[src/rtl/bus_arbiter_ctrl.sv]
// Round-robin fetch/data arbiter driving a four-phase memory/IO bus cycle (IDLE, SETUP, STROBE, HOLD).
// Define INT_ACK_EN to add the interrupt-acknowledge vector-read cycle.
module bus_arbiter_ctrl (
  input  logic       clk,
  input  logic       reset,
  input  logic       fetch_req,
  input  logic [9:0] fetch_addr,
  input  logic       data_req,
  input  logic       data_we,
  input  logic       data_io,
  input  logic [9:0] data_addr,
  input  logic       interrupt,
  output logic       fetch_gnt,
  output logic       data_gnt,
  output logic       done,
  output logic       busy,
  output logic [9:0] bus_addr,
  output logic       CS_,
  output logic       RD_,
  output logic       WR_,
  output logic       IO_CS_,
  output logic       IO_RD_,
  output logic       IO_WR_,
  output logic       cpu_drive,
  output logic       int_ack,
  output logic       vec_valid
);

  localparam logic [9:0] INT_VEC_ADDR = 10'h3FF;

  typedef enum logic [1:0] {IDLE, SETUP, STROBE, HOLD} state_t;

  state_t state;
  logic   cyc_we;
  logic   cyc_io;
  logic   int_cyc;
  logic   last_data;
  logic   int_pend;
  logic   idle;
  logic   fetch_win;

  // Grants are Mealy outputs so they land in the IDLE cycle that samples the request.
  always_comb begin
    idle      = (state == IDLE) && !reset;
    fetch_win = fetch_req && (!data_req || last_data);
    fetch_gnt = idle && !int_pend && fetch_win;
    data_gnt  = idle && !int_pend && data_req && !fetch_win;
  end

`ifdef INT_ACK_EN
  logic int_s_p0;
  logic int_s_p1;
  logic int_s_p2;

  // Two-flop synchronizer plus edge register; a new edge wins over the clear in HOLD entry.
  always_ff @(posedge clk or posedge reset) begin
    if (reset) begin
      int_s_p0 <= 1'b0;
      int_s_p1 <= 1'b0;
      int_s_p2 <= 1'b0;
      int_pend <= 1'b0;
    end else begin
      int_s_p0 <= interrupt;
      int_s_p1 <= int_s_p0;
      int_s_p2 <= int_s_p1;
      if (int_s_p1 && !int_s_p2)
        int_pend <= 1'b1;
      else if (state == STROBE && int_cyc)
        int_pend <= 1'b0;
    end
  end
`else
  logic unused_interrupt;
  assign unused_interrupt = interrupt;
  assign int_pend         = 1'b0;
  assign int_ack          = 1'b0;
  assign vec_valid        = 1'b0;
`endif

  always_ff @(posedge clk or posedge reset) begin
    if (reset) begin
      state     <= IDLE;
      bus_addr  <= '0;
      cyc_we    <= 1'b0;
      cyc_io    <= 1'b0;
      int_cyc   <= 1'b0;
      last_data <= 1'b1;
      CS_       <= 1'b1;
      RD_       <= 1'b1;
      WR_       <= 1'b1;
      IO_CS_    <= 1'b1;
      IO_RD_    <= 1'b1;
      IO_WR_    <= 1'b1;
      cpu_drive <= 1'b0;
      done      <= 1'b0;
      busy      <= 1'b0;
`ifdef INT_ACK_EN
      int_ack   <= 1'b0;
      vec_valid <= 1'b0;
`endif
    end else begin
      case (state)
        IDLE: begin
          if (int_pend || fetch_gnt || data_gnt) begin
            state <= SETUP;
            busy  <= 1'b1;
            if (int_pend) begin
              bus_addr <= INT_VEC_ADDR;
              cyc_we   <= 1'b0;
              cyc_io   <= 1'b1;
              int_cyc  <= 1'b1;
              IO_CS_   <= 1'b0;
            end else if (fetch_gnt) begin
              bus_addr  <= fetch_addr;
              cyc_we    <= 1'b0;
              cyc_io    <= 1'b0;
              last_data <= 1'b0;
              CS_       <= 1'b0;
            end else begin
              bus_addr  <= data_addr;
              cyc_we    <= data_we;
              cyc_io    <= data_io;
              last_data <= 1'b1;
              cpu_drive <= data_we;
              CS_       <= data_io;
              IO_CS_    <= !data_io;
            end
          end
        end
        SETUP: begin
          state <= STROBE;
          if (cyc_io) begin
            IO_RD_ <= cyc_we;
            IO_WR_ <= !cyc_we;
          end else begin
            RD_ <= cyc_we;
            WR_ <= !cyc_we;
          end
`ifdef INT_ACK_EN
          int_ack <= int_cyc;
`endif
        end
        STROBE: begin
          state  <= HOLD;
          RD_    <= 1'b1;
          WR_    <= 1'b1;
          IO_RD_ <= 1'b1;
          IO_WR_ <= 1'b1;
          done   <= !int_cyc;
`ifdef INT_ACK_EN
          int_ack   <= 1'b0;
          vec_valid <= int_cyc;
`endif
        end
        HOLD: begin
          state     <= IDLE;
          CS_       <= 1'b1;
          IO_CS_    <= 1'b1;
          cpu_drive <= 1'b0;
          done      <= 1'b0;
          busy      <= 1'b0;
          int_cyc   <= 1'b0;
`ifdef INT_ACK_EN
          vec_valid <= 1'b0;
`endif
        end
        default: state <= IDLE;
      endcase
    end
  end

endmodule

[config.mk]
export PLATFORM = sky130hd
export DESIGN_NAME = bus_arbiter_ctrl
export DESIGN_NICKNAME = d
export VERILOG_FILES = /design/src/rtl/bus_arbiter_ctrl.sv
export SDC_FILE = /design/constraint.sdc
export NUM_CORES = 1
export LEC_CHECK = 0
export BUFFER_PORTS_ARGS = -buffer_cell sky130_fd_sc_hd__buf_2
export CORE_MARGIN = 8
export CORE_UTILIZATION = 42
export DETAILED_ROUTE_END_ITERATION = 16
export GPL_ROUTABILITY_DRIVEN = 0
export GPL_TIMING_DRIVEN = 0
export HOLD_SLACK_MARGIN = 0.02
export PLACE_DENSITY = 0.75
export SYNTH_ARGS = -nofsm -noshare
export SYNTH_HDL_FRONTEND = slang
export SYNTH_SLANG_ARGS = --single-unit
[constraint.sdc]
create_clock -name clk -period 1.7 [get_ports clk]
set_input_delay 0.17 -clock clk [delete_from_list [all_inputs] [get_ports clk]]
set_output_delay 0.17 -clock clk [all_outputs]
set_load 0.01 [all_outputs]
==> impl_metrics.yaml, run 1 <==
synthesis:
  ys_seq_area_share_pct: 51.7
  synthFlopType: "dfrtp_1"
  synthDistinctLibCells: 24
  ys_ff_latch: 24
  syn_avg_cell_area_um2: 10.7
  synthCells: 110
  synth_edf_count: 0
  async_flop_share_pct: 100
  synth_area_um2: 1180
  ys_warn_count: 0
timing:
  timing.final.ws_setup_ns: -0.0448
  min_period_over_period_pct: 103
  rsz0062_at_grt: "true"
  fin_skew_ns: 0.00233
  fmax_mhz: 573
  tightest_slew_ns: 0.883
  finalHoldViolCount: 0
  slew_violations: 0
  slew_headroom_pct: 41.0
  fin_crit_ns: 1.74
  setup_viol: 2
  finalSetupTns_ns: -0.0571
pwr:
  pwr-share-comb_pct: 50.8
  max-vdd-ir-drop_mv: 1.05
  power-per-cell-area_nw_per_um2: 1820
  p_clk_share_pct: 14.1
  p_sw_share_pct: 36.9
  p_switching_w: 0.00111
  p_seq_share_pct: 35.1
  intPower_w: 0.00190
  finalPower_w: 0.00301
  p_leak_nw: 0.768
setup_path:
  reg2reg_setup_slack_ns: -0.04
  r2r_end: "cpu_drive$_DFFE_PP0P_"
  cp-end-kind: "flop"
  r2r_start: "state[0]$_DFFE_PP0P_"
  criticalPathCategory: "flop to flop"
  cp.arrival_ns: 1.97
  crit_required_ns: 1.92
  worstSetupStartpoint: "state[0]$_DFFE_PP0P_"
  start_kind: "flop"
  worstPathMaxFanout: 4
  worstRegToRegCells: 6
cells_and_area:
  mostFrequentLayoutCell: "buf_2"
  largestRegisters: "bus_addr x10, state x2"
  multi_input_area_um2: 564
  drive_gt1_share_pct: 48.5
  fin_cells: 202
  largest_reg_flops: 10
  largest_register: "bus_addr"
  layout_common_cells: "buf_2 (46), dfrtp_1 (17), nor2_1 (13), buf_4 (12)"
  seqCellArea_um2: 609
  num-fill-cells: 222
  utilization_pct: 61.0
  area_growth_pct: 40.3
  diodes: 0
  fin_nets: 204
die:
  rows: 19
  die_h_um: 69.0
  core_um2: 2710
  fp.dieW_um: 69.0
  fp.dieArea_um2: 4760
  start_util_pct: 43.5
  io_pins: 50
clocking:
  cts_buffer_depth: 2
  clock_latency_ns: 0.32
  postCtsHoldBufs: 0
  cts_tree: "done"
  cts_root_buffer: "clkbuf_4"
  htree_levels: 1
  cts.clk_slew.worst_paths_ns: 0.14
  cts_sinks: 24
  cts_buffers: 3
detailed_routing:
  vias: 1039
  vias_per_cell: 5.14
  routedWlPerCell_um: 15.4
  wl_um: 3100
  first_pass_iters: 4
  first_iter_violations: 33
  drc: 0
  antenna_left: 0
job:
  maxCapViolations: 0
place:
  dpl.cell_count: 188
  numPortBuffers: 46
  dp_hpwl_um: 2260
  place_ws_ns: -0.409
outcome:
  failed_checks: "setup timing"
  status: "finished, violations left"
global_route:
  grt_pass1_wl_um: 5090
  overflow: 0
  antenna_found_initial: 0
  grt.total_usage_pct: 14.2
  grt_pass1_vias: 1149
  grt_max_degree: 25
hold_path:
  min_path_type: "input pin to async pin"
[cells in the mapped netlist (3+ instances only)]
| cell type | number | share of area (%) |
|---|---|---|
| nand2_1 | 6 | 1.9 |
| dfstp_2 | 7 | 16 |
| o22a_1 | 8 | 5.9 |
| dfrtp_1 | 17 | 36 |
| mux2i_1 | 10 | 8.5 |
| nor2_1 | 13 | 4.1 |
| ha_1 | 5 | 5.3 |
| nand2b_1 | 3 | 1.6 |
| a21oi_1 | 11 | 4.7 |
| inv_1 | 7 | 2.2 |
| buf_4 | 3 | 1.9 |
| o21ai_0 | 5 | 2.1 |
[per-layer routing]
metal	vias to the layer above	share of wire, %	track usage, %
met3	6	8.1	4.36
met1	490	43	15.9
met5	-	0	0
li1	500	-	-
met4	0	1.4	5.26
met2	43	47	24.9
[area by class of cell]
cell class | count | area share (%)
timing repair buffer | 56 | 19.6
clock inverter | 1 | 1.82
multi-input combinational | 75 | 34.1
inverter | 7 | 1.59
sequential | 24 | 36.8
clock buffer | 3 | 1.36
tap | 31 | 2.34
buffer | 5 | 2.34
[power groups by stage]
stage               sequential [W]  clock (W)  combinational, W
CTS                        0.00106   0.000428           0.00146
floorplan                  0.00116          0          0.000679
detailed placement         0.00107          0           0.00121
global placement           0.00105          0           0.00116
global route               0.00109   0.000447           0.00167
finish                     0.00105   0.000424           0.00153
[worst max-delay path: stages (launching register included)]
cell and delay (ns):
dfrtp_1 0.42, inv_2 0.11, ha_2 0.19, nand3b_1 0.10, o211ai_2 0.09, or3b_4 0.43
mux2_4 0.31
[repair_timing]
action	in CTS	in global routing
pin swaps	3	1
setup buffers	8	2
gates resized for setup	13	8
cloned	0	0
endpoints found under the setup margin	19	18
[metrics by stage]
stage / instance area (um^2) / hold WS (ns)
final: 1650 / 0.0501
after floorplan: 1190 / 0.179
after global placement: 1460 / 0.408
after detailed placement: 1460 / 0.409
after global routing: 1650 / 0.0647
after CTS: 1620 / 0.0608
[cell families (layout without fill, tap and decap cells)]
family                     after synthesis  count (layout)  synth area share (%)
AOI/OAI and AO/OA                       29              29                  16.9
adders and majority gates                5               5                  5.31
buffers and inverters                   12              72                  4.78
DFF                                     24              24                  51.7
muxes                                   12              12                  10.4
other                                    1               2                 0.318
and+or+nand+nor                         27              27                  10.6
[worst max-delay path by stage]
stage | end | cells past startpoint
finish | cpu_drive$_DFFE_PP0P_ | 6
global route | cpu_drive$_DFFE_PP0P_ | 6
CTS | bus_addr[3]$_DFFE_PP0P_ | 8
detailed placement | bus_addr[6]$_DFFE_PP0P_ | 7
global placement | bus_addr[3]$_DFFE_PP0P_ | 7
floorplan | cpu_drive$_DFFE_PP0P_ | 6
Power figures use the tool's default switching activity.
==> run 2: changes to the inputs <==
Settings changed: PLACE_DENSITY 0.75 to not set, PLACE_DENSITY_LB_ADDON set to 0.05, RECOVER_POWER set to 25.
==> run 2 against run 1 <==
The run still ends with setup timing left; count of clock-buffer cells in the layout is 1 higher; sequential power about the same; global-route usage shrank 0.83 points; combinational power hardly changed; maximum frequency is 1.0% lower; critical path type is now flop to output port; critical endpoint is now fetch_gnt; largest power group unchanged.
==> impl_metrics.yaml, run 2 (synthesized netlist as in run 1, its figures left out) <==
outcome:
  status: "finished, violations left"
  failed_checks: "setup timing"
die:
  fp.dieArea_um2: 4760
  core_um2: 2710
  io_pins: 50
  die_h_um: 69.0
  fp.dieW_um: 69.0
  rows: 19
  start_util_pct: 43.5
place:
  place_area_um2: 1460
  dp_hpwl_um: 2240
  numPortBuffers: 46
cells_and_area:
  fin_nets: 206
  diodes: 0
  drive_gt1_share_pct: 48.6
  largest_register: "bus_addr"
  area_growth_pct: 40.0
  layout_common_cells: "buf_2 (45), dfrtp_1 (17), buf_4 (14), nor2_1 (13)"
  mostFrequentLayoutCell: "buf_2"
  largestRegisters: "bus_addr x10, state x2"
  largest_reg_flops: 10
  final_area_um2: 1650
clocking:
  cts_root_buffer: "clkbuf_4"
  cts_tree: "done"
  cts_buffer_depth: 2
  clock_latency_ns: 0.33
  htree_levels: 1
  postCtsHoldBufs: 0
  cts.clk_slew.worst_paths_ns: 0.14
  cts_buffers: 3
  cts_sinks: 24
pwr:
  max-vdd-ir-drop_mv: 0.988
  p_clk_share_pct: 10.9
  power-per-cell-area_nw_per_um2: 1750
  p_sw_share_pct: 38.0
  p_leak_nw: 0.766
  intPower_w: 0.00179
  pwr-share-comb_pct: 52.8
  p_seq_share_pct: 36.3
  p_switching_w: 0.00110
setup_path:
  worstPathMaxFanout: 4
  crit_required_ns: 1.53
  start_kind: "flop"
  cp.arrival_ns: 1.59
  criticalPathCategory: "flop to output port"
  cp-end-kind: "output port"
timing:
  setup_viol: 4
  finalHoldViolCount: 0
  slew_headroom_pct: 40.0
  tightest_slew_ns: 0.898
  slew_violations: 0
  min_period_over_period_pct: 104
  rsz0062_at_grt: "true"
  finalSetupTns_ns: -0.104
  fmax_mhz: 567
  timing.final.ws_setup_ns: -0.0625
  fin_crit_ns: 1.76
  fin_skew_ns: 0.0136
global_route:
  grt_max_degree: 25
  grt_pass1_vias: 1057
  grt_pass1_wl_um: 4750
  grt.total_usage_pct: 13.4
  antenna_found_initial: 0
  overflow: 0
job:
  maxCapViolations: 0
hold_path:
  min_path_type: "input pin to async pin"
detailed_routing:
  vias_per_cell: 5.03
  drc: 0
  routedWlPerCell_um: 15.4
  wl_um: 3140
  vias: 1026
  antenna_left: 0
  first_pass_iters: 4
  first_iter_violations: 26
==> run 2: changes by cell type in the layout (fill, tap and decap cells not counted), sizes merged <==
cell | before | now
bufinv | 1 | 0
buf | 61 | 62
clkbuf | 3 | 5
==> run 2: worst paths after layout <==
| path | to | slack (ns) | startpoint | cells after the start |
|---|---|---|---|---|
| max in group asynchronous | busy$_DFFE_PP0P_ | 1.10 | reset | 2 |
| hold / removal | cpu_drive$_DFFE_PP0P_ | 0.04 | reset | 2 |
| min in group clk | cyc_we$_DFFE_PP0P_ | 0.07 | data_we | 3 |
| setup reg to reg | cpu_drive$_DFFE_PP0P_ | -0.03 | state[1]$_DFFE_PP0P_ | 7 |
| hold reg to reg | done$_DFFE_PP0P_ | 0.51 | done$_DFFE_PP0P_ | 2 |
| setup / recovery | fetch_gnt | -0.06 | state[1]$_DFFE_PP0P_ | 6 |
==> run 2: routing by layer <==
layer	track usage [%]	vias to the layer above	routed length (um)
li1	-	501	-
met1	15.3	484	1240
met3	4.04	5	212
met4	6.02	0	54
met2	22.6	36	1630
met5	0	-	0
==> run 2: cell type report <==
type | instances | area, um^2
plain buffers | 5 | 38.8
clock buffers | 4 | 36.3
fillers | 234 | 1060
inverters | 7 | 26.3
multi-input cells | 75 | 571
flip-flops and latches | 24 | 609
well taps | 31 | 38.8
repair buffers | 58 | 330
==> run 2: power by group through the flow <==
stage	registers (W)	clock network, W	logic [W]
4_1_cts	0.00105	0.000327	0.00142
6_report	0.00105	0.000314	0.00152
3_5_place_dp	0.00107	0	0.00121
2_1_floorplan	0.00116	0	0.000679
3_3_place_gp	0.00105	0	0.00118
5_1_grt	0.00108	0.000347	0.00169
==> run 2: metrics by stage <==
step,std cells,worst slack [ns],utilization (%),hold slack [ns],total power [W]
2_1_floorplan,111,0.00603,-,0.179,0.00184
3_3_place_gp,188,-0.318,53.7,0.405,0.00223
3_5_place_dp,188,-0.378,53.7,0.425,0.00228
4_1_cts,200,-0.0677,58.8,0.0649,0.00280
5_1_grt,204,-0.117,60.9,0.0653,0.00312
6_report,204,-0.0625,60.9,0.0360,0.00289
==> run 2: worst max-delay path, cell delays in order, from the launching register on <==
cell and delay [ns]:
dfrtp_1 0.42, inv_2 0.12, ha_4 0.16, nand2b_4 0.07, a211oi_4 0.23, buf_6 0.16, buf_6 0.10
==> run 2: timing repair <==
action                                  CTS  global route
pin swaps                                 2             6
endpoints found under the setup margin   19            17
setup buffers                             8             4
resized for setup                        11             7
hold endpoints to repair                  0             0
